`src/rtl/as65_pio.sv`:
```
// Parallel I/O block: per-port DDR/PORT/IFR/IER registers on a CPU bus,
// pad synchronizers with armed edge detection and an active-low interrupt.
module as65_pio #(
    parameter int unsigned WIDTH        = 6,
    parameter int unsigned PORTS        = 1,
    parameter logic [15:0] BASE         = 16'h0000,
    parameter logic [7:0]  DDR_RST      = 8'h00,
    parameter logic [7:0]  PORT_RST     = 8'h00,
    parameter logic [7:0]  ALT_DDR_RST  = 8'h2F,
    parameter logic [7:0]  ALT_PORT_RST = 8'h27,
    parameter bit          EDGE         = 1'b0
) (
    input  logic                   clk_i,
    input  logic                   rst_i,
    input  logic                   preset_i,
    input  logic [15:0]            addr_i,
    input  logic [7:0]             wdata_i,
    input  logic                   we_i,
    output logic [7:0]             rdata_o,
    output logic                   hit_o,
    input  logic [PORTS*WIDTH-1:0] pio_in_i,
    output logic [PORTS*WIDTH-1:0] pio_out_o,
    output logic [PORTS*WIDTH-1:0] pio_oe_o,
    output logic                   irq_n_o
);

    localparam int unsigned NB     = PORTS * WIDTH;
    // 18-bit address math so a window running past 16'hFFFF cannot wrap to low addresses
    localparam logic [17:0] BASE_X = 18'(BASE);
    localparam logic [17:0] END_X  = BASE_X + 18'(4 * PORTS);

    logic [NB-1:0]    ddr_q, ddr_d, port_q, port_d, ifr_q, ifr_d, ier_q, ier_d;
    logic [NB-1:0]    s1_q, s2_q, s3_q, clr_c, edge_c;
    logic [1:0]       arm_q;
    logic [17:0]      addr_x, off_c;
    logic [WIDTH-1:0] wval_c, rst_ddr_c, rst_port_c, rd_c;

    assign addr_x     = {2'b00, addr_i};
    assign hit_o      = (addr_x >= BASE_X) && (addr_x < END_X);
    assign off_c      = addr_x - BASE_X;
    assign wval_c     = WIDTH'(wdata_i);
    assign rst_ddr_c  = preset_i ? WIDTH'(ALT_DDR_RST)  : WIDTH'(DDR_RST);
    assign rst_port_c = preset_i ? WIDTH'(ALT_PORT_RST) : WIDTH'(PORT_RST);

    // Register decode: write next-state, W1C mask and read mux
    always_comb begin
        ddr_d  = ddr_q;
        port_d = port_q;
        ier_d  = ier_q;
        clr_c  = '0;
        rd_c   = '0;
        for (int p = 0; p < int'(PORTS); p++) begin
            if (hit_o && (off_c[17:2] == 16'(p))) begin
                case (off_c[1:0])
                    2'd0: begin
                        rd_c = ddr_q[p*WIDTH +: WIDTH];
                        if (we_i) ddr_d[p*WIDTH +: WIDTH] = wval_c;
                    end
                    2'd1: begin
                        rd_c = (ddr_q[p*WIDTH +: WIDTH] & port_q[p*WIDTH +: WIDTH])
                             | (~ddr_q[p*WIDTH +: WIDTH] & s2_q[p*WIDTH +: WIDTH]);
                        if (we_i) port_d[p*WIDTH +: WIDTH] = wval_c;
                    end
                    2'd2: begin
                        rd_c = ifr_q[p*WIDTH +: WIDTH];
                        if (we_i) clr_c[p*WIDTH +: WIDTH] = wval_c;
                    end
                    default: begin
                        rd_c = ier_q[p*WIDTH +: WIDTH];
                        if (we_i) ier_d[p*WIDTH +: WIDTH] = wval_c;
                    end
                endcase
            end
        end
    end

    // Edge detect on input bits only, gated until the synchronizers have settled; set beats clear
    assign edge_c  = (EDGE ? (s2_q & ~s3_q) : (s3_q & ~s2_q)) & ~ddr_q & {NB{arm_q == 2'd3}};
    assign ifr_d   = (ifr_q & ~clr_c) | edge_c;
    assign rdata_o = 8'(rd_c);
    assign irq_n_o = ~|(ifr_q & ier_q);

    assign pio_out_o = port_q;
    assign pio_oe_o  = ddr_q;

    always_ff @(posedge clk_i) begin
        if (rst_i) begin
            ddr_q  <= {PORTS{rst_ddr_c}};
            port_q <= {PORTS{rst_port_c}};
            ifr_q  <= '0;
            ier_q  <= '0;
            s1_q   <= '0;
            s2_q   <= '0;
            s3_q   <= '0;
            arm_q  <= 2'd0;
        end else begin
            ddr_q  <= ddr_d;
            port_q <= port_d;
            ifr_q  <= ifr_d;
            ier_q  <= ier_d;
            s1_q   <= pio_in_i;
            s2_q   <= s1_q;
            s3_q   <= s2_q;
            if (arm_q != 2'd3) arm_q <= arm_q + 2'd1;
        end
    end

endmodule

```
`config.mk`:
```
export PLATFORM = sky130hd
export DESIGN_NAME = as65_pio
export DESIGN_NICKNAME = d
export VERILOG_FILES = /design/src/rtl/as65_pio.sv
export SDC_FILE = /design/constraint.sdc
export NUM_CORES = 1
export LEC_CHECK = 0
export ABC_AREA = 1
export BUFFER_PORTS_ARGS = -buffer_cell sky130_fd_sc_hd__buf_4
export CAP_MARGIN = 20
export CORE_MARGIN = 1
export CORE_UTILIZATION = 37
export CTS_CLUSTER_DIAMETER = 120
export DETAILED_ROUTE_END_ITERATION = 6
export GPL_ROUTABILITY_DRIVEN = 0
export PLACE_DENSITY_LB_ADDON = 0.25
export SLEW_MARGIN = 20
export SYNTH_ARGS = -nofsm -noshare
export SYNTH_HDL_FRONTEND = slang
export SYNTH_SLANG_ARGS = --single-unit
export TNS_END_PERCENT = 20
```
`constraint.sdc`:
```
create_clock -name clk_i -period 1.6 [get_ports clk_i]
set_input_delay 0.16 -clock clk_i [delete_from_list [all_inputs] [get_ports clk_i]]
set_output_delay 0.16 -clock clk_i [all_outputs]
set_load 0.02 [all_outputs]
```
### Word-level counts from Yosys, hierarchy flattened

Cells that the tools add are included.
W data, S select, Z words.

| word-level totals | value |
|---|---|
| memories | 0 |
| bits in latches | 0 |
| ROM bits | 0 |
| output and inout port bits | 22 |
| flip-flop bits (word level) | 44 |
| logic and storage cells | 56 |
| memory bits (writable) | 0 |
| bits of input ports | 34 |

| cells by class | value |
|---|---|
| reduce and logical (&&, ||, !) cells | 14 |
| equality and inequality tests | 4 |
| div/mod/pow operators | 0 |
| bitwise gates (word level) | 13 |
| $lt $le $gt $ge | 2 |
| $add $sub $neg | 1 |
| multipliers | 0 |
| shift-type cells | 0 |
| multiplexer cells | 14 |

Operators by type and width:

| cell | number |
|---|---|
| $mux W6 | 13 |
| $and A6 B6 Y6 | 7 |
| $not A6 Y6 | 3 |
| $pmux W6 S3 | 1 |
| $ge A16 B1 Y1 const B | 1 |
| $logic_not A16 Y1 | 1 |
| $lt A16 B3 Y1 const B | 1 |
| $or A6 B6 Y6 | 2 |
| $reduce_and A3 Y1 | 3 |
| $reduce_bool A2 Y1 | 4 |
| $reduce_or A6 Y1 | 1 |
| $eq A2 B2 Y1 const B | 2 |
| $reduce_or A3 Y1 | 1 |
| $add A2 B1 Y2 const B | 1 |
| $eq A2 B1 Y1 const B | 1 |
| $logic_and A1 B1 Y1 | 2 |
| $logic_not A2 Y1 | 1 |
| $ne A2 B2 Y1 const B | 1 |
| $logic_not A1 Y1 | 1 |
| $not A1 Y1 | 1 |

### Longest topological paths before layout

Gate-level depths: netlist of run 1.

| depth | value |
|---|---|
| depth after elaboration | 7 |
| mapped depth | 8 |
| mapped depth without buffers | 7 |

### Worst setup path before layout of run 1

Ideal clock, no wire load.

| timing path | value |
|---|---|
| path type | input-to-reg |
| start point | input port addr_i[3] |
| end point | register port_q[0] (netlist: pio_out_o[0]), enable pin |
| data required time | 1282 ps |
| path slack | 191 ps |
| arrival time | 1091 ps |
| library setup time | 318 ps |
| stages | 6 |
| path through | or2_4 nor2_8 and2_4 buf_6 nand3_1 nand2_1 |

| on the way | value |
|---|---|
| word-level cells in the longest chain between the ends | 5 |
| elaborated cells on any way between the ends | 7 |

Ends and longest elaborated chain:

| element | line | RTL |
|---|---|---|
| from (decl) | 16 | `input logic [15:0] addr_i,` |
| $ge A16 B1 Y1 / $lt A16 B3 Y1 (equally long branches) | 39 | `assign hit_o = (addr_x >= BASE_X) && (addr_x < END_X);` |
| $logic_and A1 B1 Y1 (*) | 39 |  |
| named net hit_o | 20 | `output logic hit_o,` |
| $logic_and A1 B1 Y1 (*) | 53 | `if (hit_o && (off_c[17:2] == 16'(p))) begin` |
| $reduce_bool A2 Y1 (no line) (*) | n/a |  |
| $reduce_and A3 Y1 (no line) (*) | n/a |  |
| to (signal assigned) | 89 | `port_q <= {PORTS{rst_port_c}};` |
| to (signal assigned) | 98 | `port_q <= port_d;` |
| to (decl) | 32 | `logic [NB-1:0] ddr_q, ddr_d, port_q, port_d, ifr_q, ifr_d, ier_q, ier_d;` |

The timed path passes the listed nets; every way through them passes the cells marked *.
A chain may end at the register's enable or synchronous reset.

### Worst setup path in the final report of run 1

| timing path | value |
|---|---|
| start point | register ddr_q[2] (netlist: pio_oe_o[2]) |
| end point | output port rdata_o[2] |

| on the way | value |
|---|---|
| word-level cells in the longest chain between the ends | 5 |
| elaborated cells on any way between the ends | 6 |

Ends and longest elaborated chain:

| element | line | RTL |
|---|---|---|
| from (decl) | 32 |  |
| from (signal assigned) | 88 | `ddr_q <= {PORTS{rst_ddr_c}};` |
| from (signal assigned) | 97 | `ddr_q <= ddr_d;` |
| $not A6 Y6 | 61 | `\| (~ddr_q[p*WIDTH +: WIDTH] & s2_q[p*WIDTH +: WIDTH]);` |
| $and A6 B6 Y6 | 61 |  |
| $or A6 B6 Y6 | 61 |  |
| $pmux W6 S3 (*) | 54 | `case (off_c[1:0])` |
| $mux W6 (*) | 53 |  |
| to (decl) | 19 | `output logic [7:0] rdata_o,` |

Mark *: on every way between the ends. The rest lies on a longest branch, timed or not.

==> run metrics, run 1 <==
RSZ-0062 raised after global routing=no; Final min period=~1.5 ns; # rows=26; clk_skew=0.0116 ns; Reg2Reg Depth=3; Unique masters post-synth=29; fin cells=391; cell count after placement=between 300 and 400; Worst Path Class, Setup=reg -> out; Max clock buf depth=2; syn avg cell area=7.61 sq um; core area=~5200 sq um; Main synth FF type=dfxtp_1; top cell type's share of synthesized area=0.319; via count=1,812; EDFF count, synth=12; Post-Syn Instances=264; worst-path maximum fanout=3; router iterations before antenna repair=4; I/O pins=56; Hold Crit Class=in -> reg; Slew Limit Fails=0; endpoints failing setup=0; Die ar.=approximately 5700 sq um; total CTS buffers=5; Area Growth Syn to Fin=30.4%; CP arrival=1.32 ns; WL/cell=12.3 microns; register area share after synthesis=0.498; drt via density=4.63; outcome=complete, no violations; Clk Latency, worst-skew pair=0.31 ns; Detailed Route WL=4.82 mm; Critical Path End Type=primary output; post-cts sizing count=0; TritonCTS clock tree=yes; global-route usage over all layers=0.189; Mapped Area=2010 sq um; antenna-violating nets left=0; gr busiest metal=met2; period utilization=0.925; crit path launch type=register; largest net degree at the start of global routing=18; global-route wire length before repair=between 7 and 8 mm; Die H=75.7 microns; setup TNS=0 ns; Post-Place Worst Slack=around 0.05 ns; post-CTS setup buffer count=0; Hold-fix buffers, CTS=0; antenna fix cells=0; total gr overflow=0; layout cells sized above 1=0.237; Final Hold Violating Endpoints=0; Post-synth top cells=nor2_1 (60), nand2_1 (46), inv_1 (39); H-Tree Depth=2; DRT iter0 DRCs=103; Nets=355; top cells by area, synth=dfxtp_1 (32%), edfxtp_1 (18%), nor2_1 (11%), nand2_1 (8.6%), inv_1 (7.3%); Peak VDD IR=roughly 0.00064 V; DP HPWL=3.62 mm; met1 GRT Util=0.242; synthesis-stage register bit count=44; fmax=slightly below 700 MHz; # fillers=approximately 540; Final Power=~2.6 mW; PwrDens=1000 nW/um^2; detailed-route DRC error count=0; initial antenna violation count=0; hold depth=3; Worst EP required=1.44 ns; most frequent cell after synthesis=nor2_1; initial core utilization=0.388; grt met3 use=0.0384; clk sinks=44; Post-synth ARST share=0; buffers added on ports=51; Pleak=1.22 nW; PnR worst setup slack=0.121 ns; CTS root buffer=clkbuf_8; Synth area leader=dfxtp_1; Die X=75.7 microns; Max Cap Viol=0; vias in the first global route=approximately 1,700; Clock transition at path regs=0.09 ns; Synthesis Warnings=0; grt met2 use=0.313
==> final cells by class <==
| type | instances | area, sq um | area share |
|---|---|---|---|
| clock buffers | 7 | 119 | 0.0454 |
| clock inverters | 1 | 30.0 | 0.0115 |
| inverters | 39 | 146 | 0.0559 |
| multi-input cells | 171 | 793 | 0.303 |
| flip-flops and latches | 44 | 1000 | 0.382 |
| well taps | 70 | 87.6 | 0.0334 |
| repair buffers | 59 | 443 | 0.169 |
==> registers in the layout, summed over array words and instances, names as in the netlist <==
| signal | flops |
|---|---|
| pio_oe_o | 6 |
| pio_out_o | 6 |
| s3_q | 6 |
| s2_q | 6 |
| s1_q | 6 |
| ifr_q | 6 |
| arm_q | 2 |
| ier_q | 6 |
==> report_power, final <==
group	total (mW)	switching (mW)	internal, mW
Clock	1.05	0.396	0.655
Combinational	0.337	0.194	0.143
Sequential	1.24	0.0338	1.21
Total	2.63	0.623	2.01
==> worst paths after layout <==
check	from	endpoint	slack, ns
hold reg to reg	s1_q[4]	s2_q[4]	0.40
hold / removal	pio_in_i[0]	s1_q[0]	0.05
setup reg to reg	arm_q[0]	ifr_q[0]	0.46
setup / recovery	pio_oe_o[2]	rdata_o[2]	0.12
==> metrics by stage <==
step	hold slack (ns)	instance area, sq um	util
floorplan	0.267	2010	-
global placement	0.359	2470	0.478
detailed placement	0.369	2470	0.478
CTS	0.0511	2620	0.507
global route	0.0526	2620	0.507
finish	0.0472	2620	0.507
==> kinds of logic (layout without fill, tap and decap cells) <==
| family | Yosys count | count (layout) | share of synthesized area |
|---|---|---|---|
| compound gates | 38 | 38 | 0.101 |
| fa+ha+maj | 1 | 1 | 0.00623 |
| other cells | 1 | 2 | 0.00187 |
| flops | 44 | 44 | 0.498 |
| simple gates | 129 | 129 | 0.280 |
| buf+inv | 50 | 106 | 0.109 |
| xor+xnor | 1 | 1 | 0.00436 |
==> placed cells by master, fill, tap and decap left out <==
cell type  instances
a211oi_1           1
a21oi_1           11
a22o_1             1
and2_4             1
buf_4             59
bufinv_16          1
clkbuf_16          2
clkbuf_8           5
conb_1             2
dfxtp_1           32
edfxtp_1          12
ha_1               1
inv_1             39
nand2_1           46
nand2_2            1
nand3_1           11
nand3_4            1
nand4_1            3
nor2_1            60
nor2_2             2
nor2_4             1
nor2_8             1
nor3_1             1
o211ai_1           1
o21ai_0           18
o21ai_1            5
o21ai_2            1
or2_4              1
xor2_1             1
==> routing by layer <==
layer,wire length (microns),part of all wire
met1,2190,0.45
met2,2300,0.48
met3,261,0.054
met4,67,0.014
met5,0,0
==> critical path, cell delays in order (launching register included) <==
cell      delay, ns
edfxtp_1       0.43
inv_1          0.09
o21ai_0        0.08
nor2_1         0.11
nor2_1         0.05
nor2_1         0.11
buf_4          0.15
Power figures use the tool's default switching activity.
==> run 2, diff against run 1 <==
--- a/config.mk
+++ b/config.mk
@@ -6,13 +6,14 @@
 export NUM_CORES = 1
 export LEC_CHECK = 0
 export ABC_AREA = 1
-export BUFFER_PORTS_ARGS = -buffer_cell sky130_fd_sc_hd__buf_4
 export CAP_MARGIN = 20
 export CORE_MARGIN = 1
 export CORE_UTILIZATION = 37
 export CTS_CLUSTER_DIAMETER = 120
 export DETAILED_ROUTE_END_ITERATION = 6
+export DONT_BUFFER_PORTS = 1
 export GPL_ROUTABILITY_DRIVEN = 0
+export HOLD_SLACK_MARGIN = 0.05
 export PLACE_DENSITY_LB_ADDON = 0.25
 export SLEW_MARGIN = 20
 export SYNTH_ARGS = -nofsm -noshare
==> run 2 against run 1 <==
  * Global-route usage grew 0.15 points
  * Worst setup slack got worse by 0.062 ns
  * Critical path depth is the same
  * Clock skew fell by 0.0059 ns
  * Non-clock buffer count shrank 32
  * Register-to-register slack barely moved
  * Sequential share of layout area is 3.9 points higher
  * Flip-flop and latch count stayed put
  * Via count is 7.3% lower
  * Highest routed layer unchanged
==> run metrics, run 2 (synthesis results as in run 1) <==
Clk Latency, worst-skew pair=0.30 ns (was 0.31 ns); Clock transition at path regs=0.08 ns (was 0.09 ns); dpl cell area=2130 sq um (was 2470 sq um); WL/cell=13.4 microns (was 12.3 microns); delay-heaviest family, CP=flip-flops (unchanged); Die H=75.7 microns (unchanged); post-CTS setup buffer count=0 (unchanged); Max Cap Viol=0 (unchanged); layout cells sized above 1=0.111 (was 0.237); Max clock buf depth=2 (unchanged); WP buf/inv=2 (unchanged); Final Power=2.33 mW (was 2.63 mW); Crit path top cell by count=nor2_1 (unchanged); I/O pins=56 (unchanged); Nets=323 (was 355); FF-to-FF End=arm_q[0] (was ifr_q[0]); Post-Place Worst Slack=0.136 ns (was 0.0510 ns); Crit. Startpoint=pio_oe_o[2] (unchanged); hold depth=2 (was 3); Pleak=1.04 nW (was 1.22 nW); detailed-route DRC error count=0 (unchanged); Slew Limit Fails=0 (unchanged); antenna-violating nets left=0 (unchanged); period utilization=0.963 (was 0.925); DP HPWL=3.30 mm (was 3.62 mm); antenna fix cells=0 (unchanged); clk_skew=0.00567 ns (was 0.0116 ns); commonest non-fill, non-tap cell in the layout=nor2_1 (unchanged); clk sinks=44 (unchanged); router iterations before antenna repair=4 (unchanged); WHS=0.0694 ns (was 0.0472 ns); Detailed Route WL=4.83 mm (was 4.82 mm); Final Hold Violating Endpoints=0 (unchanged); worst r2r src=arm_q[0] (unchanged); via count=1,679 (was 1,812); Max-slew headroom=0.324; global-route usage over all layers=0.190 (was 0.189); Peak VDD IR=0.000533 V (was 0.000641 V); total gr overflow=0 (unchanged); FF-to-FF setup slack=0.45 ns (was 0.46 ns); buffers added on ports=0 (was 51); RSZ-0062 raised after global routing=yes (was no); CP cell instances=inv_2 > o21ai_1 > nor2_1 > nor2_1 > nor2_1 > buf_4 (was inv_1 > o21ai_0 > nor2_1 > nor2_1 > nor2_1 > buf_4); Final Util=0.459 (was 0.507); Worst EP required=1.44 ns (about the same); global-route wire length before repair=7.73 mm (unchanged); crit-path max cell delay=0.52 ns (was 0.43 ns); initial antenna violation count=0 (unchanged); vias in the first global route=1,586 (was 1,660); PwrDens=979 nW/um^2 (was 1000 nW/um^2); initial core utilization=0.388 (unchanged); CTS root buffer=clkbuf_8 (unchanged); design area=2380 sq um (was 2620 sq um); crit path launch type=register (unchanged); Final min period=1.54 ns (was 1.48 ns); logic depth of the worst setup path including buffers=6 (unchanged); Die X=75.7 microns (unchanged); total CTS buffers=5 (unchanged); Area Growth Syn to Fin=18.2% (was 30.4%); worst-path maximum fanout=3 (unchanged); # rows=26 (unchanged); CP arrival=1.38 ns (was 1.32 ns); drt via density=4.68 (was 4.63); commonest cells after routing, fill and taps aside=nor2_1 (60), nand2_1 (46), inv_1 (36), dfxtp_1 (32) (was nor2_1 (60), buf_4 (59), nand2_1 (46), inv_1 (39), dfxtp_1 (32)); PnR worst setup slack=0.0587 ns (was 0.121 ns); H-Tree Depth=2 (unchanged); Tightest Pin Transition=1.01 ns; largest net degree at the start of global routing=27 (was 18); Slowest cell on crit path=edfxtp_1 (unchanged); core area=5170 sq um (unchanged); Hold Crit Class=in -> reg (unchanged); endpoints failing setup=0 (unchanged); fmax=649 MHz (was 676 MHz); outcome=complete, no violations (unchanged); Worst Path Class, Setup=reg -> out (unchanged); Critical Path End Type=primary output (unchanged); TritonCTS clock tree=yes (unchanged); Worst Setup EP=rdata_o[2] (unchanged); DRT iter0 DRCs=103 (unchanged); Die ar.=5730 sq um (unchanged); Reg2Reg Depth=3 (unchanged)
run 2: cell types whose count changed in the layout (fill, tap and decap cells not counted), moves of 2 or more:
cell / delta
buf_4: -46
clkbuf_16: -2
dlygate4sd3_1: +13
inv_1: -3
inv_2: +3
o21ai_0: -6
o21ai_1: +6
run 2: worst min path at each step:
| stage | start | end | slack (ns) |
|---|---|---|---|
| floorplan | pio_in_i[0] | s1_q[0] | 0.27 |
| global placement | rst_i | ifr_q[3] | 0.23 |
| detailed placement | rst_i | s1_q[1] | 0.24 |
| CTS | wdata_i[0] | pio_out_o[0] | 0.06 |
| global route | wdata_i[1] | pio_out_o[1] | 0.06 |
| finish | wdata_i[0] | pio_out_o[0] | 0.07 |
run 2: metrics by stage:
step,TNS (ns),std cells
after CTS,-0.00918,359
after global placement,0,337
after detailed placement,0,337
after global routing,-0.160,359
final,0,359
after floorplan,0,265
run 2: worst reg2reg max path, cell delays in order (launching register included):
cell	delay [ns]
dfxtp_1	0.35
ha_1	0.42
xor2_1	0.19
nor2_1	0.05
run 2: timing repair:
action	in CTS	in global routing
pin swaps	2	6
hold buffers	14	0
gates cloned	0	0
setup endpoints to repair	1	7
endpoints found under the hold margin	32	0
gates resized for setup	1	9
run 2: cell type report:
cell class              count  area [sq um]
well taps                  70          87.6
clock inverters             2          35.0
clock buffers               6          72.6
fillers                   532          2800
multi-input cells         171           793
inverters                  39           146
flip-flops and latches     44          1000
repair buffers             27           240
run 2: report_power, final:
part | switching, mW | internal, mW | total (mW)
Sequential | 0.0659 | 1.21 | 1.28
Combinational | 0.137 | 0.0884 | 0.225
Clock | 0.361 | 0.463 | 0.824
Total | 0.564 | 1.76 | 2.33
run 2: routing by layer:
layer	vias up	wire length, microns	track usage
met5	-	0	0
met4	0	55	0.0617
met3	7	315	0.0529
met2	47	2410	0.322
met1	757	2040	0.235
li1	868	-	-
